==> src/rtl/uart_pkg.sv <==
// Shared UART constants and the baud divisor helper used by the tick generators.
package uart_pkg;

    localparam int unsigned BAUD_CLK_HZ  = 12_000_000;
    localparam int unsigned DEFAULT_BAUD = 115_200;

    // Divisor rounded to nearest: 12 MHz / 115200 -> 104.
    function automatic int unsigned calc_counter_val(input int unsigned clk_hz,
                                                     input int unsigned baud);
        return (clk_hz + baud / 2) / baud;
    endfunction

    localparam int unsigned DEFAULT_COUNTER_VAL = calc_counter_val(BAUD_CLK_HZ, DEFAULT_BAUD);

endpackage

==> src/rtl/clk_baud_pulse_gen.sv <==
// Baud tick generator: divides clk_in by COUNTER_VAL and emits a registered one-cycle pulse
// when the phase counter equals PULSE_DELAY. Dropping enable restarts the phase.
module clk_baud_pulse_gen
    import uart_pkg::*;
#(
    parameter int unsigned COUNTER_VAL = DEFAULT_COUNTER_VAL,
    parameter int unsigned PULSE_DELAY = 0
) (
    input  logic clk_in,
    input  logic rst_n_in,
    input  logic enable,
    output logic clk_pulse
);

    localparam int unsigned CntW = (COUNTER_VAL <= 2) ? 1 : $clog2(COUNTER_VAL);
    localparam logic [CntW-1:0] MaxCnt   = CntW'(COUNTER_VAL - 1);
    localparam logic [CntW-1:0] PulseCnt = CntW'(PULSE_DELAY);

    if (COUNTER_VAL < 2) begin : g_bad_counter_val
        $error("clk_baud_pulse_gen: COUNTER_VAL must be >= 2");
    end
    if (PULSE_DELAY >= COUNTER_VAL) begin : g_bad_pulse_delay
        $error("clk_baud_pulse_gen: PULSE_DELAY must be < COUNTER_VAL");
    end

    logic [CntW-1:0] cnt_d, cnt_q;
    logic            pulse_d, pulse_q;

    always_comb begin
        cnt_d   = '0;
        pulse_d = 1'b0;
        if (enable) begin
            cnt_d   = (cnt_q == MaxCnt) ? '0 : cnt_q + 1'b1;
            pulse_d = (cnt_q == PulseCnt);
        end
    end

    always_ff @(posedge clk_in or negedge rst_n_in) begin
        if (!rst_n_in) begin
            cnt_q   <= '0;
            pulse_q <= 1'b0;
        end else begin
            cnt_q   <= cnt_d;
            pulse_q <= pulse_d;
        end
    end

    assign clk_pulse = pulse_q;

endmodule

==> config.mk <==
export PLATFORM = sky130hd
export DESIGN_NAME = clk_baud_pulse_gen
export DESIGN_NICKNAME = d
export VERILOG_FILES = /design/src/rtl/uart_pkg.sv /design/src/rtl/clk_baud_pulse_gen.sv
export SDC_FILE = /design/constraint.sdc
export NUM_CORES = 1
export LEC_CHECK = 0
export CAP_MARGIN = 15
export CORE_AREA = 2 2 39 41
export CTS_CLUSTER_SIZE = 25
export DETAILED_ROUTE_END_ITERATION = 7
export DIE_AREA = 0 0 41 43
export GPL_TIMING_DRIVEN = 1
export PLACE_DENSITY = 0.54
export SLEW_MARGIN = 15
export SYNTH_ARGS = -nofsm -noshare
export SYNTH_HDL_FRONTEND = slang
export SYNTH_SLANG_ARGS = --single-unit
==> constraint.sdc <==
create_clock -name clk_in -period 1.7 [get_ports clk_in]
set_clock_uncertainty 0.15 [all_clocks]
set_input_delay 0.255 -clock clk_in [delete_from_list [all_inputs] [get_ports clk_in]]
set_output_delay 0.255 -clock clk_in [all_outputs]
set_load 0.005 [all_outputs]
==> reports/summary.txt <==
Critical Path Start Type: register
post-layout total power: 380.6 uW
Data arrival, critical path: 1050 ps
Die Span X: 41 um
slowest CP cell: clkdlybuf4s50_1
RePlAce Congestion: 0.6591
Mapped Nets: 43
cell total after placement: 57
final core utilization: 33.27%
clk_lat worst skew: 250 ps
core area: 1384 sq um
largest net degree at the start of global routing: 9
drt drc: 0
fin nets: 51
Crit path max-delay family: buffers and inverters
Min Clock Period, post-route: 1457 ps
WS Path Type: register to output port
sequential-to-total area share from yosys stat: 51.61%
VDD IR-drop max: 0.3671 mV
crit path max fanout: 1
CP endpoint kind: output port
placed wire-length estimate: 472.1 um
share of layout cells above drive strength 1: 18.18%
antenna violations before repair: 0
Critical Path RT: 1290 ps
most area-consuming cells after synthesis: dfrtp_1 (52%), ha_1 (6.5%), xor2_1 (4.5%)
GR Util All Layers: 10.12%
clk root buf: clkbuf_4
setup TNS: 0 ps
CP bufs+invs: 1
Tightest Pin Transition: 348.5 ps
fmax: 686.6 MHz
row count: 14
Hold Buf Count CTS: 0
YS warnings: 0
Via-to-Cell Ratio: 4.517
Reg clk slew, reported paths: 50 ps
final hold violation count: 0
ANT cells: 0
Cells after Synth: 38
vias in the first global route: 250
Layout area overhead: 18.71%
Yosys reg bits: 8
unrepaired setup endpoints after global routing: false
clock sink count: 8
max-cap viol count: 0
die height: 43 um
Min-Delay Path Class: input port to async pin
area leader, netlist: dfrtp_1
Final Cycle Share: 85.68%
Num CTS Buffers: 3
Initial DRC Count: 4
number of post-CTS setup repair buffers: 0
Resize count post-CTS: 0
Synth top area share: 51.61%
IO Port Bufs: 3
CTS max path bufs: 2
Vias: 271
crit-path cells: clkdlybuf4s50_1
global-route wire length before repair: 1.076 mm
Pre-antenna DRT Iters: 3
status: completed
GRT overflow: 0
mapped cell area: 387.9 sq um
Final Setup Violations: 0
die area: 1763 sq um
Slew Viols, Final: 0
Antenna Violating Nets Remaining: 0
Leak: 0.2097 nW
Syn Area/Cell: 10.21 sq um
fin cells: 60
Pwr Density: 826.5 nW/um^2
initial core utilization: 28.03%
IO Count: 4
Distinct cells, synth: 19
final wirelength: 606 um
Max stage delay on crit path: 490 ps
wire length per cell: 10.10 um
CTS tree: built
H-tree Lvls: 1
Slew HR: 76.70%
[layout by cell type, fill, tap and decap left out]
| cell type | netlist | routed |
|---|---|---|
| or3_2 | 1 | 1 |
| clkbuf_4 | 0 | 3 |
| xor2_1 | 2 | 2 |
| nor3_1 | 1 | 1 |
| nand4_1 | 1 | 1 |
| a21oi_1 | 1 | 1 |
| nand3_2 | 1 | 1 |
| clkdlybuf4s50_1 | 0 | 3 |
| a21oi_2 | 1 | 1 |
| o21ai_2 | 1 | 1 |
| nand2_1 | 3 | 3 |
| or3_1 | 2 | 2 |
| o21ai_0 | 2 | 2 |
| nor2_1 | 3 | 3 |
| inv_1 | 3 | 3 |
| or2_2 | 1 | 1 |
| xnor2_1 | 1 | 1 |
| ha_1 | 2 | 2 |
| and2_1 | 2 | 2 |
| dfrtp_1 | 8 | 8 |
| nand3_1 | 2 | 2 |
[per-stage QoR]
| stage | hold slack [ps] | area, sq um | setup slack (ps) |
|---|---|---|---|
| after floorplan | -190.6 | 387.9 | 353.6 |
| after global placement | 342.1 | 437.9 | 305.2 |
| after detailed placement | 352.8 | 437.9 | 266.5 |
| after CTS | 144.5 | 460.4 | 231.0 |
| after global routing | 169.1 | 460.4 | 110.0 |
| final | 127.3 | 460.4 | 243.5 |
[power breakdown]
group          total, mW  internal (mW)  switching [mW]
Combinational     0.0347         0.0179          0.0168
Clock              0.139         0.0804          0.0585
Sequential         0.207          0.199         0.00818
Total              0.381          0.297          0.0835
[kinds of logic after synthesis]
| logic type | synth area share, % |
|---|---|
| flip-flops | 51.61 |
| AO/OA/AOI/OAI | 8.387 |
| AND/OR/NAND/NOR | 23.87 |
| buffers and inverters | 2.903 |
| adder cells (fa/ha/maj) | 6.451 |
| XOR/XNOR | 6.775 |
[state kept, by name, indices dropped and copies added, names as in the netlist]
register   cells
cnt_q          7
clk_pulse      1
[layout make-up]
type | instances | area [sq um]
fill | 147 | 923.4
inverter | 3 | 11.26
clock buffer | 3 | 22.52
timing repair buffer | 3 | 30.03
sequential | 8 | 200.2
tap | 16 | 20.02
multi-input combinational | 27 | 176.4
[cell usage after synthesis]
cell and instances:
nor3_1 1, xor2_1 2, nand4_1 1, nor2_1 3
dfrtp_1 8, o21ai_2 1, nand3_2 1, a21oi_2 1
nand3_1 2, ha_1 2, or3_1 2, inv_1 3
a21oi_1 1, nand2_1 3, and2_1 2, or2_2 1
xnor2_1 1, or3_2 1, o21ai_0 2
[path summary, 6_finish.rpt]
| kind | to | cells after the start | slack [ps] | startpoint |
|---|---|---|---|---|
| setup reg to reg | cnt_q[6]$_DFF_PN0_ | 4 | 260 | cnt_q[0]$_DFF_PN0_ |
| max in group asynchronous | cnt_q[4]$_DFF_PN0_ | 1 | 1010 | rst_n_in |
| min in group clk_in | cnt_q[0]$_DFF_PN0_ | 1 | 360 | cnt_q[0]$_DFF_PN0_ |
| hold / removal | cnt_q[2]$_DFF_PN0_ | 1 | 130 | rst_n_in |
| setup / recovery | clk_pulse | 1 | 240 | clk_pulse$_DFF_PN0_ |
| hold reg to reg | cnt_q[0]$_DFF_PN0_ | 1 | 360 | cnt_q[0]$_DFF_PN0_ |
[metal layers]
metal | vias up | GRT usage, % | routed length [um]
met2 | 6 | 14.06 | 300
met3 | 2 | 7.853 | 32
met5 | - | 0 | 0
li1 | 141 | - | -
met4 | 0 | 4.000 | 14
met1 | 122 | 11.22 | 259
No activity file was read; power rests on OpenSTA's default activity.
